==> config.mk <==
export PLATFORM = sky130hd
export DESIGN_NAME = uart_cmd_ctrl
export DESIGN_NICKNAME = d
export VERILOG_FILES = /design/src/rtl/uart_cmd_pkg.sv /design/src/rtl/uart_cmd_timeout.sv /design/src/rtl/uart_cmd_ctrl.sv
export SDC_FILE = /design/constraint.sdc
export NUM_CORES = 1
export LEC_CHECK = 0
export CORE_MARGIN = 5
export CORE_UTILIZATION = 40
export CTS_CLUSTER_DIAMETER = 100
export DETAILED_ROUTE_END_ITERATION = 6
export PLACE_DENSITY_LB_ADDON = 0.05
export RECOVER_POWER = 50
export SLEW_MARGIN = 25
export SYNTH_ARGS = -nofsm -noshare
export SYNTH_HDL_FRONTEND = slang
export SYNTH_HIERARCHICAL = 1
export SYNTH_SLANG_ARGS = --single-unit
==> constraint.sdc <==
create_clock -name clk -period 3.1 [get_ports clk]
set_input_delay 0.62 -clock clk [delete_from_list [all_inputs] [get_ports clk]]
set_output_delay 0.62 -clock clk [all_outputs]
set_load 0.02 [all_outputs]
==> src/rtl/uart_cmd_pkg.sv <==
// uart_cmd_pkg
// Shared types and constants for the UART command controller: FSM state
// encoding, frame byte values, command codes, parity encodings and small
// helpers describing the argument count of each command.
package uart_cmd_pkg;

  typedef enum logic [2:0] {
    ST_IDLE    = 3'd0,
    ST_GET_CMD = 3'd1,
    ST_GET_ARG = 3'd2,
    ST_TX_ACK  = 3'd3,
    ST_TX_D0   = 3'd4,
    ST_TX_D1   = 3'd5,
    ST_TX_NAK  = 3'd6
  } state_t;

  localparam logic [7:0] SYNC_BYTE = 8'hA5;
  localparam logic [7:0] ACK_BYTE  = 8'h06;
  localparam logic [7:0] NAK_BYTE  = 8'h15;
  localparam logic [7:0] RESET_KEY = 8'h5A;

  localparam logic [7:0] CMD_SET_DIV  = 8'h01;
  localparam logic [7:0] CMD_SET_MODE = 8'h02;
  localparam logic [7:0] CMD_READ_CFG = 8'h03;
  localparam logic [7:0] CMD_RESET    = 8'h04;

  typedef enum logic [1:0] {
    PARITY_NONE = 2'd0,
    PARITY_EVEN = 2'd1,
    PARITY_ODD  = 2'd2,
    PARITY_RSVD = 2'd3
  } parity_t;

  function automatic logic cmd_known(input logic [7:0] cmd);
    return (cmd == CMD_SET_DIV) || (cmd == CMD_SET_MODE) ||
           (cmd == CMD_READ_CFG) || (cmd == CMD_RESET);
  endfunction

  function automatic logic [1:0] cmd_nargs(input logic [7:0] cmd);
    logic [1:0] n;
    n = 2'd0;
    case (cmd)
      CMD_SET_DIV:             n = 2'd2;
      CMD_SET_MODE, CMD_RESET: n = 2'd1;
      default:                 n = 2'd0;
    endcase
    return n;
  endfunction

endpackage

==> src/rtl/uart_cmd_timeout.sv <==
// uart_cmd_timeout
// Inter-byte timeout for frame reception. Down-counter reloaded to CYCLES-1
// by `clear`, decremented while `enable` is high, and flagging `expired` at
// terminal count while enabled. With a clear on the byte that enters a wait
// state, `expired` is seen on the CYCLES-th consecutive idle cycle.
// Ports:
//   clk, reset : clock, synchronous active-high reset
//   clear      : reload the counter
//   enable     : count down (frame-wait states)
//   expired    : terminal count reached while enabled
module uart_cmd_timeout #(
  parameter int unsigned CYCLES = 1024
) (
  input  logic clk,
  input  logic reset,
  input  logic clear,
  input  logic enable,
  output logic expired
);

  localparam int unsigned W = (CYCLES > 2) ? $clog2(CYCLES) : 1;
  localparam logic [W-1:0] LOAD = W'(CYCLES - 1);

  logic [W-1:0] cnt;

  always_ff @(posedge clk) begin
    if (reset) begin
      cnt <= LOAD;
    end else if (clear) begin
      cnt <= LOAD;
    end else if (enable && (cnt != '0)) begin
      cnt <= cnt - W'(1);
    end
  end

  assign expired = enable && (cnt == '0);

endmodule

==> src/rtl/uart_cmd_ctrl.sv <==
// uart_cmd_ctrl
// Decodes framed host commands (A5, CMD, 0..2 args) from the UART receive
// stream, programs the runtime configuration and answers with ACK/NAK (plus
// the divisor for READ_CFG) through the transmitter handshake.
// Ports:
//   clk, reset              : clock, synchronous active-high reset
//   rx_data/valid/error     : received byte stream with error strobe
//   tx_data/valid, tx_ready : registered transmit handshake
//   cfg_divisor/parity/loopback : UART runtime configuration
//   reset_strobe            : one-cycle pulse after a RESET command's ACK leaves
//   busy                    : FSM not idle
//
// state      | meaning
// -----------+-----------------------------------------------------
// IDLE       | waiting for SYNC byte, everything else ignored
// GET_CMD    | waiting for command byte
// GET_ARG    | collecting argument bytes, arg_cnt left to receive
// TX_ACK     | presenting ACK, waiting for transfer
// TX_D0      | READ_CFG: presenting divisor low byte
// TX_D1      | READ_CFG: presenting divisor high byte
// TX_NAK     | presenting NAK, waiting for transfer
module uart_cmd_ctrl
  import uart_cmd_pkg::*;
#(
  parameter logic [15:0] DIV_RESET      = 16'd26,
  parameter int unsigned TIMEOUT_CYCLES = 1024
) (
  input  logic        clk,
  input  logic        reset,
  input  logic [7:0]  rx_data,
  input  logic        rx_valid,
  input  logic        rx_error,
  output logic [7:0]  tx_data,
  output logic        tx_valid,
  input  logic        tx_ready,
  output logic [15:0] cfg_divisor,
  output logic [1:0]  cfg_parity,
  output logic        cfg_loopback,
  output logic        reset_strobe,
  output logic        busy
);

  state_t      state;
  logic [7:0]  cmd;
  logic [7:0]  arg_lo;
  logic [1:0]  arg_cnt;
  logic [15:0] div_snap;

  logic in_wait;
  logic to_clear;
  logic to_expired;
  logic xfer;

  assign in_wait  = (state == ST_GET_CMD) || (state == ST_GET_ARG);
  assign to_clear = rx_valid || !in_wait;
  assign xfer     = tx_valid && tx_ready;

  uart_cmd_timeout #(
    .CYCLES (TIMEOUT_CYCLES)
  ) u_timeout (
    .clk     (clk),
    .reset   (reset),
    .clear   (to_clear),
    .enable  (in_wait),
    .expired (to_expired)
  );

  always_ff @(posedge clk) begin
    if (reset) begin
      state        <= ST_IDLE;
      busy         <= 1'b0;
      tx_valid     <= 1'b0;
      tx_data      <= 8'h00;
      cfg_divisor  <= DIV_RESET;
      cfg_parity   <= PARITY_NONE;
      cfg_loopback <= 1'b0;
      reset_strobe <= 1'b0;
      cmd          <= 8'h00;
      arg_lo       <= 8'h00;
      arg_cnt      <= 2'd0;
      div_snap     <= 16'h0000;
    end else begin
      reset_strobe <= 1'b0;
      case (state)
        ST_IDLE: begin
          if (rx_valid && !rx_error && (rx_data == SYNC_BYTE)) begin
            state <= ST_GET_CMD;
            busy  <= 1'b1;
          end
        end

        ST_GET_CMD: begin
          // error wins over a simultaneous valid byte
          if (rx_error) begin
            state    <= ST_TX_NAK;
            tx_valid <= 1'b1;
            tx_data  <= NAK_BYTE;
          end else if (rx_valid) begin
            cmd <= rx_data;
            if (!cmd_known(rx_data)) begin
              state    <= ST_TX_NAK;
              tx_valid <= 1'b1;
              tx_data  <= NAK_BYTE;
            end else if (cmd_nargs(rx_data) == 2'd0) begin
              state    <= ST_TX_ACK;
              tx_valid <= 1'b1;
              tx_data  <= ACK_BYTE;
              div_snap <= cfg_divisor;
            end else begin
              state   <= ST_GET_ARG;
              arg_cnt <= cmd_nargs(rx_data);
            end
          end else if (to_expired) begin
            state <= ST_IDLE;
            busy  <= 1'b0;
          end
        end

        ST_GET_ARG: begin
          if (rx_error) begin
            state    <= ST_TX_NAK;
            tx_valid <= 1'b1;
            tx_data  <= NAK_BYTE;
          end else if (rx_valid) begin
            if (arg_cnt == 2'd1) begin
              // final argument: execute and answer in the same edge
              state    <= ST_TX_ACK;
              tx_valid <= 1'b1;
              tx_data  <= ACK_BYTE;
              div_snap <= cfg_divisor;
              case (cmd)
                CMD_SET_DIV: cfg_divisor <= {rx_data, arg_lo};
                CMD_SET_MODE: begin
                  cfg_parity   <= rx_data[1:0];
                  cfg_loopback <= rx_data[2];
                end
                CMD_RESET: begin
                  if (rx_data != RESET_KEY) begin
                    state   <= ST_TX_NAK;
                    tx_data <= NAK_BYTE;
                  end
                end
                default: begin
                  state   <= ST_TX_NAK;
                  tx_data <= NAK_BYTE;
                end
              endcase
            end else begin
              arg_lo  <= rx_data;
              arg_cnt <= arg_cnt - 2'd1;
            end
          end else if (to_expired) begin
            state <= ST_IDLE;
            busy  <= 1'b0;
          end
        end

        ST_TX_ACK: begin
          if (xfer) begin
            if (cmd == CMD_READ_CFG) begin
              state   <= ST_TX_D0;
              tx_data <= div_snap[7:0];
            end else begin
              state    <= ST_IDLE;
              busy     <= 1'b0;
              tx_valid <= 1'b0;
              // only a keyed RESET reaches TX_ACK with this command
              if (cmd == CMD_RESET) reset_strobe <= 1'b1;
            end
          end
        end

        ST_TX_D0: begin
          if (xfer) begin
            state   <= ST_TX_D1;
            tx_data <= div_snap[15:8];
          end
        end

        ST_TX_D1, ST_TX_NAK: begin
          if (xfer) begin
            state    <= ST_IDLE;
            busy     <= 1'b0;
            tx_valid <= 1'b0;
          end
        end

        default: begin
          state    <= ST_IDLE;
          busy     <= 1'b0;
          tx_valid <= 1'b0;
        end
      endcase
    end
  end

endmodule

==> results of run 1 <==
-- state kept, by name, summed over array words and instances, names as in the netlist --
register,cells
cfg_divisor,16
div_snap,16
u_timeout/cnt,10
arg_lo,8
cmd,8
tx_data,8
state,3
arg_cnt,2
cfg_parity,2
busy,1
cfg_loopback,1
reset_strobe,1
tx_valid,1
-- power by group through the flow --
stage	clock network, mW	registers, mW	logic, mW
floorplan	0	1.04	0.106
global placement	0	1.03	0.196
detailed placement	0	1.03	0.197
CTS	0.737	1.01	0.197
global route	0.777	1.01	0.209
finish	0.713	1.01	0.192
-- synth_stat cells, drive strengths merged, types with 2 or more instances --
| library cell | instances | area share [%] |
|---|---|---|
| a211oi | 4 | 0.80 |
| a21boi | 2 | 0.40 |
| a21oi | 19 | 2.5 |
| a22oi | 6 | 1.2 |
| a311oi | 3 | 0.70 |
| a31oi | 5 | 0.83 |
| and2 | 4 | 0.67 |
| and4 | 2 | 0.47 |
| buf | 5 | 0.80 |
| clkbuf | 18 | 1.8 |
| dfxtp | 77 | 41 |
| ha | 2 | 0.67 |
| inv | 7 | 0.70 |
| mux2i | 49 | 13 |
| nand2 | 18 | 1.9 |
| nand2b | 7 | 1.2 |
| nand3 | 8 | 1.1 |
| nand3b | 2 | 0.40 |
| nand4 | 2 | 0.50 |
| nor2 | 68 | 6.8 |
| nor2b | 5 | 0.83 |
| nor3 | 10 | 1.3 |
| nor3b | 5 | 1.0 |
| nor4 | 4 | 0.67 |
| nor4bb | 2 | 0.53 |
| o211ai | 2 | 0.40 |
| o21a | 4 | 0.80 |
| o21ai | 16 | 2.1 |
| o221a | 3 | 0.90 |
| o22ai | 3 | 0.50 |
| o311ai | 3 | 1.2 |
| o31ai | 3 | 0.97 |
| o41ai | 2 | 0.67 |
| or2 | 4 | 0.67 |
| or3 | 12 | 2.1 |
| or3b | 2 | 0.47 |
| or4 | 5 | 1.1 |
| xnor2 | 5 | 1.2 |
-- logic make-up (layout without fill, tap and decap cells) --
| kind of cell | count (synthesis) | in the layout | share of synthesized area [%] |
|---|---|---|---|
| xor+xnor | 5 | 5 | 1.17 |
| flops | 77 | 77 | 41.1 |
| simple gates | 164 | 164 | 22.6 |
| fa+ha+maj | 2 | 2 | 0.667 |
| mux | 50 | 50 | 13.4 |
| buf+inv | 30 | 85 | 3.30 |
| compound gates | 90 | 90 | 17.7 |
-- path summary, 6_finish.rpt --
path	from	to	slack (ns)	cells past startpoint
setup reg to reg	state[0]	div_snap[4]	0.55	7
hold / removal	arg_lo[4]	cfg_divisor[4]	0.47	2
setup / recovery	rx_data[6]	tx_data[0]	0.52	6
hold reg to reg	arg_lo[4]	cfg_divisor[4]	0.47	2
-- cell type report --
class                   count  area, sq um
multi-input cells         311         2070
repair buffers             62          556
clock buffers               9          124
well taps                 111          139
fillers                   904         4680
inverters                   7         26.3
flip-flops and latches     77         1540
clock inverters             7         57.6
-- placed cells by master (no fill, tap or decap), types with 3 or more instances in the layout --
cell type	synthesis	routed
a211oi_1	4	4
a21oi_1	19	19
a22oi_1	6	6
a311oi_1	3	3
a31oi_1	5	5
and2_1	3	3
buf_4	0	17
clkbuf_8	0	9
clkdlybuf4s50_1	0	9
dfxtp_1	77	77
dlygate4sd3_1	0	32
inv_1	7	7
mux2i_1	49	49
nand2_1	17	17
nand2b_1	7	7
nand3_1	8	8
nor2_1	68	68
nor2b_1	5	5
nor3_1	10	10
nor3b_1	5	5
nor4_1	4	4
o21a_1	4	4
o21ai_0	16	16
o221a_2	3	3
o22ai_1	3	3
o31ai_1	2	3
or2_2	4	4
or3_1	11	11
or4_1	4	4
xnor2_1	5	5
-- worst max-delay path, delay by kind of cell --
kind                   cells  cell delay (ns)
AOI/OAI and AO/OA          2             0.43
buffers and inverters      1             0.42
and+or+nand+nor            3             1.33
-- metrics by stage --
stage	hold slack, ns	instances	total power, mW
global placement	0.450	568	1.22
CTS	0.470	584	1.94
global route	0.515	584	1.99
detailed placement	0.454	568	1.23
finish	0.473	584	1.91
floorplan	0.441	418	1.14
-- metal layers --
| layer | vias to the layer above | track usage, % |
|---|---|---|
| met2 | 55 | 28.0 |
| met5 | - | 0 |
| met4 | 0 | 6.12 |
| li1 | 1631 | - |
| met3 | 10 | 3.19 |
| met1 | 1580 | 26.1 |
==> qor.yml, run 1 <==
outcome:
  outcome: "complete, no violations"
sta:
  rsz0062_at_grt: "false"
  finalHoldViolations: 0
  finalWorstSetupSlack_ns: 0.525
  fin_skew_ns: 0.0117
  report.final.slew_viol_count: 0
  fmax_ghz: 0.388
  slew_headroom_pct: 38.8
  tightest_slew_ns: 0.915
  setup-violations-final: 0
  tns_ns: 0
  finalCritPeriodShare_pct: 83.1
  min_period_ns: 2.58
floorplanning:
  core_sq_um: 9200
  dieArea_sq_um: 11400
  die_width_um: 107
  initial_core_util_pct: 40.8
  pin_count: 43
  fp-row-count: 35
  die_y_um: 107
cells_and_area:
  antennaDiodeCount: 0
  design_area_sq_um: 4520
  final_nets: 483
  post_route_cells_drive_above_1_share_pct: 10.8
  fin_util_pct: 49.1
  area_growth_pct: 20.4
global_routing:
  grt_pass1_wl_um: 16500
  antenna_found_initial: 0
  grt_usage_pct: 18.3
  first_global_vias: 3088
  gr-total-overflow: 0
  grt_max_degree: 58
detailed_routing:
  vias_per_cell: 5.61
  met2WireLength_um: 4400
  wl_per_cell_um: 17.2
  wl_um: 10000
  wl_met1_um: 5130
  drtIter0Drc: 151
  drcViolationCount: 0
  dr.pass1.iters: 4
  dr.max_layer_used: "met4"
  route.vias.total: 3276
  ant_nets: 0
  wl_met3_um: 375
clocking:
  htree_levels: 3
  root_buffer: "clkbuf_8"
  clkSlewWorstSetupHoldPaths_ns: 0.09
  cts_setup_buffers: 0
  cts_sinks: 77
  cts_tree: "done"
  clkLatencyLatePin_ns: 0.35
  cts_made_buffers: 9
  clk_path_buf_depth: 2
  cts_resized: 0
  postCtsHoldBufs: 0
min_path:
  hold_class: "register to register"
yosys:
  yosysSeqAreaShare_pct: 41.1
  synth-edff-count: 0
  synth_seq_cells: 77
  ys_warn_count: 6
  syn_avg_cell_area_sq_um: 8.97
  synth_area_sq_um: 3750
  synth_top_flop_cell: "dfxtp_1"
  synth_fp_nets: 433
  ys_types: 69
  async_flop_share_pct: 0
  synthCells: 418
setup_path:
  end_kind: "register"
  max_stage_delay_ns: 0.60
  crit_slowest_cell: "or4_1"
  crit_chain: "clkdlybuf4s50_1, or3_1, or4_1, o221a_2, nor3_1, a311oi_1"
  critPathMaxFanout: 6
  critical_path_class: "input port to register"
  critical_path_arrival_ns: 2.79
  required_ns: 3.32
  critPathLaunchType: "input port"
place:
  placed_cell_area_sq_um: 4360
  dpl.hpwl_um: 7100
  port_buffers: 42
  gp_congestion: 0.827
  pre_cts_ws_ns: 0.153
power_and_ir_drop:
  p_clk_share_pct: 37.3
  comb_power_share_pct: 10.0
  p_sw_share_pct: 28.0
  leakage_nw: 2.02
  ir_worst_vdd_mv: 0.185
  netSwitchingPower_mw: 0.535
  p_int_mw: 1.38
  pwr-share-seq_pct: 52.6
  powerDensity_nw_per_um2: 423
job:
  drv_cap: 0
(Power assumes the default switching activity.)
==> run 2: changes to the inputs <==
==> constraint.sdc (replaced) <==
create_clock -name clk -period 2.1 [get_ports clk]
set_input_delay 0.42 -clock clk [delete_from_list [all_inputs] [get_ports clk]]
set_output_delay 0.42 -clock clk [all_outputs]
set_load 0.02 [all_outputs]
==> run 2 against run 1 <==
  * Global-route usage grew 0.56 points
  * Combinational power grew 88%
  * Hold slack lost 0.025 ns
  * Routed wire length grew 3.8%
  * Via count grew 6.0%
  * Clock skew shrank 0.0020 ns
  * Cell count grew 8.6%
  * Clock power grew 49%
==> qor.yml, run 2 (same netlist as run 1, synthesis figures left out) <==
place:
  gp_congestion: 0.946
  placed_cell_area_sq_um: 4780
  dpl.hpwl_um: 7760
  dp.cells: 615
  pre_cts_ws_ns: -0.522
  port_buffers: 42
power_and_ir_drop:
  pwr-share-seq_pct: 51.1
  netSwitchingPower_mw: 0.817
  comb_power_share_pct: 12.4
  ir_worst_vdd_mv: 0.286
  p_int_mw: 2.09
  powerDensity_nw_per_um2: 576
  leakage_nw: 2.26
  p_sw_share_pct: 28.1
  p_clk_share_pct: 36.5
detailed_routing:
  wl_um: 10400
  wl_per_cell_um: 16.4
  vias_per_cell: 5.48
  dr.pass1.iters: 4
  route.vias.total: 3474
  drtIter0Drc: 127
  ant_nets: 0
  drcViolationCount: 0
setup_path:
  r2r_setup_slack_ns: 0.07
  critical_path_arrival_ns: 2.28
  critPathLaunchType: "input port"
  required_ns: 2.32
  critPathMaxFanout: 4
  end_kind: "register"
  critical_path_class: "input port to register"
cells_and_area:
  mostFrequentLayoutCell: "dfxtp_1"
  layout_common_cells: "75 x dfxtp_1, 67 x nor2_1, 66 x buf_4"
  n_fill_cell: 868
  fin_cells: 634
  design_area_sq_um: 5050
  area_growth_pct: 34.7
  final_nets: 533
  largest_registers: "cfg_divisor (16), div_snap (16), u_timeout/cnt (10)"
  antennaDiodeCount: 0
  post_route_cells_drive_above_1_share_pct: 22.6
clocking:
  htree_levels: 3
  cts_sinks: 77
  root_buffer: "clkbuf_8"
  cts_made_buffers: 9
  clkLatencyLatePin_ns: 0.35
  clkSlewWorstSetupHoldPaths_ns: 0.09
  clk_path_buf_depth: 2
  cts_tree: "done"
  postCtsHoldBufs: 0
floorplanning:
  die_y_um: 107
  pin_count: 43
  die_width_um: 107
  core_sq_um: 9200
  initial_core_util_pct: 40.8
  dieArea_sq_um: 11400
  fp-row-count: 35
sta:
  fmax_ghz: 0.487
  rsz0062_at_grt: "true"
  finalHoldViolations: 0
  report.final.slew_viol_count: 0
  slew_headroom_pct: 63.5
  setup-violations-final: 0
  min_period_ns: 2.05
  fin_skew_ns: 0.00973
  tightest_slew_ns: 0.544
  finalCritPeriodShare_pct: 97.8
  finalWorstSetupSlack_ns: 0.0459
global_routing:
  grt_pass1_wl_um: 17100
  grt_usage_pct: 18.9
  grt_max_degree: 31
  gr-total-overflow: 0
  first_global_vias: 3329
  antenna_found_initial: 0
min_path:
  hold_class: "input port to register"
job:
  drv_cap: 0
outcome:
  outcome: "complete, no violations"
-- run 2: critical path, cell delays in order --
cell and delay, ns:
clkdlybuf4s50_1 0.42, or2_4 0.29, or4_4 0.54, o221a_4 0.31, nor3_4 0.19, a311oi_1 0.11
-- run 2: repair_timing --
action | CTS | global route
gates resized for setup | 8 | 16
endpoints found under the hold margin | 0 | 0
pin swaps | 7 | 5
endpoints found under the setup margin | 8 | 36
buffers inserted | 1 | 2
-- run 2: metal layers --
layer	track usage, %	up-vias	routed length [um]
li1	-	1734	-
met1	24.6	1646	4840
met2	30.4	83	4830
met3	5.18	11	572
met4	5.94	0	171
met5	0	-	0
-- run 2: area by class of cell --
type | count | area [sq um] | area share [%]
multi-input cells | 311 | 2160 | 42.8
flip-flops and latches | 77 | 1540 | 30.6
repair buffers | 112 | 997 | 19.7
well taps | 111 | 139 | 2.75
clock buffers | 9 | 124 | 2.45
clock inverters | 7 | 57.6 | 1.14
inverters | 7 | 26.3 | 0.520
-- run 2: path summary, 6_finish.rpt --
| path | start | to | cells after the start |
|---|---|---|---|
| worst min-delay path | reset | div_snap[9] | 2 |
| worst max-delay path | rx_data[5] | tx_data[0] | 6 |
| worst max register to register | state[1] | state[0] | 10 |
| worst min register to register | arg_lo[1] | cfg_divisor[1] | 2 |
-- run 2: power groups by stage --
stage,clock (mW),sequential (mW),combinational [mW]
finish,1.06,1.49,0.361
global route,1.15,1.49,0.388
CTS,1.10,1.49,0.353
detailed placement,0,1.52,0.349
global placement,0,1.52,0.345
floorplan,0,1.53,0.162
-- run 2: through the flow --
stage | TNS [ns] | total power, mW | hold WS, ns | utilization, %
6_report | 0 | 2.91 | 0.448 | 54.9
5_1_grt | -0.130 | 3.03 | 0.475 | 54.9
3_3_place_gp | -15.47 | 1.86 | 0.451 | 52.0
3_5_place_dp | -16.89 | 1.87 | 0.457 | 52.0
4_1_cts | 0 | 2.94 | 0.441 | 54.3
2_1_floorplan | -0.386 | 1.69 | 0.441 | -
